==> config.mk <==
export PLATFORM = sky130hd
export DESIGN_NAME = binarize_adaptive
export DESIGN_NICKNAME = d
export VERILOG_FILES = /design/src/rtl/binarize_adaptive.sv
export SDC_FILE = /design/constraint.sdc
export NUM_CORES = 1
export LEC_CHECK = 0
export CAP_MARGIN = 20
export CORE_MARGIN = 5
export CORE_UTILIZATION = 34
export DETAILED_ROUTE_END_ITERATION = 7
export HOLD_SLACK_MARGIN = 0.02
export PLACE_DENSITY_LB_ADDON = 0.3
export SLEW_MARGIN = 10
export SYNTH_ARGS = -nofsm -noshare
export SYNTH_HDL_FRONTEND = slang
export SYNTH_SLANG_ARGS = --single-unit
==> constraint.sdc <==
create_clock -name CLOCK -period 9.18 [get_ports CLOCK]
set_input_delay 2.754 -clock CLOCK [delete_from_list [all_inputs] [get_ports CLOCK]]
set_output_delay 2.754 -clock CLOCK [all_outputs]
set_load 0.01 [all_outputs]
==> src/rtl/binarize_adaptive.sv <==
// Streaming pixel binarizer: fixed, line-hysteresis or running-mean adaptive threshold,
// with per-frame latched settings and a saturating per-frame foreground counter.
module binarize_adaptive #(
    parameter int DW        = 10,
    parameter int AVG_SHIFT = 4,
    parameter int CNT_W     = 22
) (
    input  logic             CLOCK,
    input  logic             RESET,
    input  logic             iDval,
    input  logic             iSOF,
    input  logic             iSOL,
    input  logic [DW-1:0]    iData,
    input  logic [1:0]       iMode,
    input  logic [DW-1:0]    iThreshLo,
    input  logic [DW-1:0]    iThreshHi,
    input  logic [DW:0]      iOffset,
    input  logic             iInvert,
    output logic             oDval,
    output logic             oSOF,
    output logic             oSOL,
    output logic [DW-1:0]    oData,
    output logic [CNT_W-1:0] oOnesCount,
    output logic             oCountValid
);
    localparam int AW = DW + AVG_SHIFT;

    typedef enum logic [1:0] {
        MODE_FIXED = 2'd0,
        MODE_HYST  = 2'd1,
        MODE_ADAPT = 2'd2,
        MODE_RSVD  = 2'd3
    } mode_e;

    // Stage 1: pixel and frame-latched settings
    logic          r_dval1, r_sof1, r_sol1;
    logic [DW-1:0] r_pix1;
    mode_e         r_mode;
    logic [DW-1:0] r_lo, r_hi;
    logic [DW:0]   r_off;
    logic          r_inv;

    always_ff @(posedge CLOCK) begin
        if (RESET) begin
            r_dval1 <= 1'b0;
            r_sof1  <= 1'b0;
            r_sol1  <= 1'b0;
            r_pix1  <= '0;
            r_mode  <= MODE_FIXED;
            r_lo    <= '1;
            r_hi    <= '1;
            r_off   <= '0;
            r_inv   <= 1'b0;
        end else begin
            r_dval1 <= iDval;
            r_sof1  <= iDval & iSOF;
            r_sol1  <= iDval & (iSOL | iSOF);
            r_pix1  <= iData;
            if (iDval && iSOF) begin
                r_mode <= mode_e'(iMode);
                r_lo   <= iThreshLo;
                r_hi   <= iThreshHi;
                r_off  <= iOffset;
                r_inv  <= iInvert;
            end
        end
    end

    // Decision state
    logic             r_hyst;
    logic [AW-1:0]    r_acc;
    logic [CNT_W-1:0] r_cnt;
    logic             r_seen;

    logic             w_prev, w_fg_hyst, w_fg, w_on;
    logic [DW-1:0]    w_mean, w_thr;
    logic [AW:0]      w_sum;
    logic [AW-1:0]    w_acc_nxt;
    logic signed [DW+1:0] w_thr_s;

    always_comb begin
        w_prev    = r_sol1 ? 1'b0 : r_hyst;
        w_fg_hyst = w_prev;
        if (r_pix1 > r_hi)
            w_fg_hyst = 1'b1;
        else if (r_pix1 < r_lo)
            w_fg_hyst = 1'b0;

        w_mean    = r_sol1 ? r_pix1 : DW'(r_acc >> AVG_SHIFT);
        w_sum     = {1'b0, r_acc} + (AW+1)'(r_pix1) - (AW+1)'(r_acc >> AVG_SHIFT);
        w_acc_nxt = r_sol1 ? (AW'(r_pix1) << AVG_SHIFT) : w_sum[AW-1:0];

        // Sign bit catches the negative clamp; bit DW catches overflow above full scale
        w_thr_s = $signed({2'b00, w_mean}) + $signed({r_off[DW], r_off});
        if (w_thr_s[DW+1])
            w_thr = '0;
        else if (w_thr_s[DW])
            w_thr = '1;
        else
            w_thr = w_thr_s[DW-1:0];

        case (r_mode)
            MODE_HYST:  w_fg = w_fg_hyst;
            MODE_ADAPT: w_fg = (r_pix1 > w_thr);
            default:    w_fg = (r_pix1 > r_hi);
        endcase
        w_on = w_fg ^ r_inv;
    end

    // Stage 2: output register, state update and frame counter
    always_ff @(posedge CLOCK) begin
        if (RESET) begin
            oDval       <= 1'b0;
            oSOF        <= 1'b0;
            oSOL        <= 1'b0;
            oData       <= '0;
            oOnesCount  <= '0;
            oCountValid <= 1'b0;
            r_hyst      <= 1'b0;
            r_acc       <= '0;
            r_cnt       <= '0;
            r_seen      <= 1'b0;
        end else begin
            oDval       <= r_dval1;
            oSOF        <= r_sof1;
            oSOL        <= r_sol1;
            oData       <= {DW{r_dval1 & w_on}};
            oCountValid <= 1'b0;
            if (r_dval1) begin
                r_hyst <= w_fg_hyst;
                r_acc  <= w_acc_nxt;
                if (r_sof1) begin
                    r_cnt  <= CNT_W'(w_on);
                    r_seen <= 1'b1;
                    if (r_seen) begin
                        oOnesCount  <= r_cnt;
                        oCountValid <= 1'b1;
                    end
                end else if (w_on && (r_cnt != '1)) begin
                    r_cnt <= r_cnt + 1'b1;
                end
            end
        end
    end
endmodule

==> metrics.log <==
INFO  metric layout_net_count = slightly above 1000
INFO  metric multi_input_comb_area = between 4000 and 5000 um2
INFO  metric ir_drop = 85.1 uV
INFO  metric number_of_buffers_inserted_during_clock_tree_synthesis = 9
INFO  metric leakage = 0.00329 uW
INFO  metric synth_nets = approximately 1000
INFO  metric antenna_violating_nets_post_route = 0
INFO  metric ctsLongestPathBuffers = 2
INFO  metric p_sw = 396 uW
INFO  metric setup_viol_count_final = 0
INFO  metric slew-limit-headroom = approximately two fifths
INFO  metric fin_cells = ~1200
INFO  metric post_synth.cell_area_avg = between 7 and 8 um2
INFO  metric synth-compound-area-share = 22.4%
INFO  metric path_clk_slew = about 70 ps
INFO  metric element_type_at_the_critical_path_start = flop
INFO  metric synthDistinctLibCells = 64
INFO  metric estimated_wirelength_of_the_detail_placed_design = 12.6 mm
INFO  metric drc = 0
INFO  metric clkLatencyLatePin = 360 ps
INFO  metric arr_time_crit_path = around 6000 ps
INFO  metric gp_routability_congestion = around 0.83
INFO  metric drt-vias-per-instance = around 5.1
INFO  metric cts_tree = built
INFO  metric share_of_layout_cells_above_drive_strength_1 = 3.69%
INFO  metric grt_overflow = 0
INFO  metric clock_skew = 7.14 ps
INFO  metric antenna_found_initial = 0
INFO  metric area_growth_syn_to_layout = 18.0%
INFO  metric cts_setup_buffers = 0
INFO  metric fillers = 2082
INFO  metric synth-main-ff-cell = sky130_fd_sc_hd__dfxtp_1
INFO  metric power.density_cell_area = between 150 and 200 nW/um2
INFO  metric num_vias = about 6000
INFO  metric die_area = 23200 um2
INFO  metric cts_repair_resize_count = 0
INFO  metric crit_required = ~9500 ps
INFO  metric hold_buffers = 0
INFO  metric htree_levels = 3
INFO  metric ys_seq_area_share = between 30% and 40%
INFO  metric clockPowerShare = between 30% and 40%
INFO  metric fp.coreArea = around 20000 um2
INFO  metric height_of_the_chip = 152 um
INFO  metric unrepaired_setup_endpoints_after_global_routing = false
INFO  metric fin_setup_tns = 0 ps
INFO  metric worstHoldPathType = reg2reg
INFO  metric antenna_cells_inserted = 0
INFO  metric post_synth_and_or_nand_nor_area_fraction = roughly 20%
INFO  metric seq_power_share = between 40% and 50%
INFO  metric report.final.hold_viol_count = 0
INFO  metric synth_edf_count = 0
INFO  metric cell_total_after_placement = 1175
INFO  metric post_synth_inst_count = roughly 870
INFO  metric portBuffers = 84
INFO  metric io_pins = 85
INFO  metric main_combinational_cell_family_by_area_after_synthesis = compound AO/OA/AOI/OAI gates
INFO  metric post_layout_min_period = between 5000 and 6000 ps
INFO  metric die_w = around 150 um
INFO  metric cts_root_buf = sky130_fd_sc_hd__clkbuf_16
INFO  metric wirelength = 17.1 mm
INFO  metric synth_fa_ha_area_share = roughly an eighth
INFO  metric final.period_utilization = between 60 and 70%
INFO  metric grt_pass1_vias = roughly 5600
INFO  metric finalMaxSlewViolations = 0
INFO  metric crit_fanout = 36
INFO  metric row_count = 52
INFO  metric crit_type = reg2reg
INFO  metric synth_xor_area_share = 2.16%
INFO  metric intPower = 851 uW
INFO  metric yosys_warnings = 0
INFO  metric firstDrtPassIters = 4
INFO  metric max_cap_violations = 0
INFO  metric regArea = ~2200 um2
INFO  metric clock_net_sink_count = approximately 110
INFO  metric first_pass_grt_wire_length = between 20 and 30 mm
INFO  metric switching_share = about a third
INFO  metric run_status = complete, no violations
INFO  metric end_kind = flop
INFO  metric worst_slew_pin_slew = 905 ps
INFO  metric timing.fmax = 175 MHz
INFO  metric area_of_the_mapped_netlist = between 6000 and 7000 um2
INFO  metric dpl_worst_slack = 3470 ps
INFO  metric grt_start_max_net_pins = just under 60
INFO  metric grt_usage = 14.4%
INFO  metric synth.ff_latch_count = 112
INFO  metric post_layout_worst_setup_margin = 3470 ps
INFO  metric wire_per_inst = ~14 um
INFO  metric start_util = roughly a third
INFO  metric pwr-share-comb = 27.0%
INFO  metric synthArstFlopShare = 0%
INFO  metric drt_first_iter_violations = about 370
INFO  metric synth.area.mux_share = 0.509%
INFO  metric total_power = approximately 1200 uW
[layout make-up]
| type | instances | area share [%] |
|---|---|---|
| tap | 270 | 4.16 |
| sequential | 112 | 27.6 |
| timing repair buffer | 90 | 10.8 |
| clock inverter | 5 | 0.508 |
| clock buffer | 11 | 2.99 |
| multi-input combinational | 610 | 49.6 |
| inverter | 93 | 4.29 |
[sequential cells by signal (all words and copies together) (netlist names)]
| name | cells |
|---|---|
| r_lo | 10 |
| r_sof1 | 1 |
| oData | 1 |
| r_cnt | 22 |
| r_sol1 | 1 |
| r_seen | 1 |
| oDval | 1 |
| r_hi | 10 |
| r_acc | 14 |
| oSOF | 1 |
| r_pix1 | 10 |
| r_dval1 | 1 |
| r_inv | 1 |
| oOnesCount | 22 |
| oSOL | 1 |
| oCountValid | 1 |
| r_off | 11 |
| r_mode | 2 |
| r_hyst | 1 |
[per-layer routing]
metal	vias up	part of all wire (%)	GRT usage, %
li1	3140	-	-
met1	2781	47	18.8
met2	85	49	24.7
met3	12	3.2	2.93
met4	0	1.2	3.38
met5	-	0	0
[metrics by stage]
stage	area, um2	hold WS [ps]	utilization, %
floorplan	6890	432	-
global placement	7840	441	39.0
detailed placement	7840	446	39.0
CTS	8130	457	40.4
global route	8130	470	40.4
finish	8130	454	40.4
[kinds of logic after synthesis]
logic type | after synthesis
AOI/OAI and AO/OA | 229
xor gates and xnor gates | 17
buffers and inverters | 147
muxes | 3
and+or+nand+nor | 294
DFF | 112
adders and majority gates | 67
[worst paths after layout]
kind,start,to,slack (ps),depth (start not counted)
setup / recovery,r_sol1$_SDFF_PP0_,r_cnt[18]$_SDFFE_PP0P_,3470,23
hold / removal,oOnesCount[9]$_SDFFE_PP0P_,oOnesCount[9]$_SDFFE_PP0P_,450,2
setup reg to reg,r_sol1$_SDFF_PP0_,r_cnt[18]$_SDFFE_PP0P_,3470,23
hold reg to reg,oOnesCount[9]$_SDFFE_PP0P_,oOnesCount[9]$_SDFFE_PP0P_,450,2
[synthesized netlist by cell type (all sizes together) (10+ instances only)]
cell type / number / share of area, %
nand2: 137 / 7.5
o21ai: 38 / 2.8
o211ai: 29 / 3.2
xnor2: 10 / 1.3
nand3: 19 / 1.4
inv: 93 / 5.1
buf: 19 / 1.9
nor3: 24 / 1.7
clkbuf: 35 / 1.9
fa: 11 / 3.2
a21oi: 66 / 4.8
dfxtp: 112 / 33
a211oi: 13 / 1.6
nand4: 11 / 1.0
o21a: 11 / 1.2
and3: 13 / 1.2
ha: 56 / 10
nor2b: 18 / 1.6
nor2: 33 / 1.8
[cell usage in the layout, fill, tap and decap left out, types with 7 or more instances in the layout]
cell type,count
sky130_fd_sc_hd__nor4_1,7
sky130_fd_sc_hd__a21oi_1,66
sky130_fd_sc_hd__inv_1,93
sky130_fd_sc_hd__nor3_1,24
sky130_fd_sc_hd__fa_1,11
sky130_fd_sc_hd__a211oi_1,10
sky130_fd_sc_hd__o21a_1,11
sky130_fd_sc_hd__or3_1,8
sky130_fd_sc_hd__clkbuf_16,9
sky130_fd_sc_hd__xor2_1,7
sky130_fd_sc_hd__clkdlybuf4s50_1,83
sky130_fd_sc_hd__nand3_1,19
sky130_fd_sc_hd__xnor2_1,10
sky130_fd_sc_hd__a31oi_1,9
sky130_fd_sc_hd__and3_1,13
sky130_fd_sc_hd__nor2b_1,18
sky130_fd_sc_hd__dfxtp_1,112
sky130_fd_sc_hd__ha_1,56
sky130_fd_sc_hd__o211ai_1,29
sky130_fd_sc_hd__o21ai_0,37
sky130_fd_sc_hd__nand4_1,11
sky130_fd_sc_hd__nand2_1,137
sky130_fd_sc_hd__nor2_1,33
[power by group through the flow]
stage	registers [uW]	clock network (uW)	logic, uW
6_report	528	382	336
5_1_grt	531	411	382
3_5_place_dp	540	0	336
3_3_place_gp	540	0	333
4_1_cts	528	395	338
2_1_floorplan	530	0	259
[worst max-delay path, cell delays in order (launching register included)]
cell	delay [ps]
sky130_fd_sc_hd__dfxtp_1	310
sky130_fd_sc_hd__buf_4	310
sky130_fd_sc_hd__nand2_1	110
sky130_fd_sc_hd__o21ai_0	100
sky130_fd_sc_hd__ha_1	200
sky130_fd_sc_hd__inv_1	50
sky130_fd_sc_hd__fa_1	390
sky130_fd_sc_hd__nor2b_1	120
sky130_fd_sc_hd__o21ai_0	100
sky130_fd_sc_hd__a21boi_0	240
sky130_fd_sc_hd__o21ai_0	140
sky130_fd_sc_hd__a21oi_1	200
sky130_fd_sc_hd__nor2_1	90
sky130_fd_sc_hd__o211ai_1	530
sky130_fd_sc_hd__o21ai_0	230
sky130_fd_sc_hd__ha_1	360
sky130_fd_sc_hd__a21oi_1	130
sky130_fd_sc_hd__o21ai_0	110
sky130_fd_sc_hd__a2111oi_2	490
sky130_fd_sc_hd__or2_0	200
sky130_fd_sc_hd__o311a_1	260
sky130_fd_sc_hd__nand2_1	340
sky130_fd_sc_hd__a2111oi_0	480
sky130_fd_sc_hd__a311o_1	160
Power figures use the tool's default switching activity.
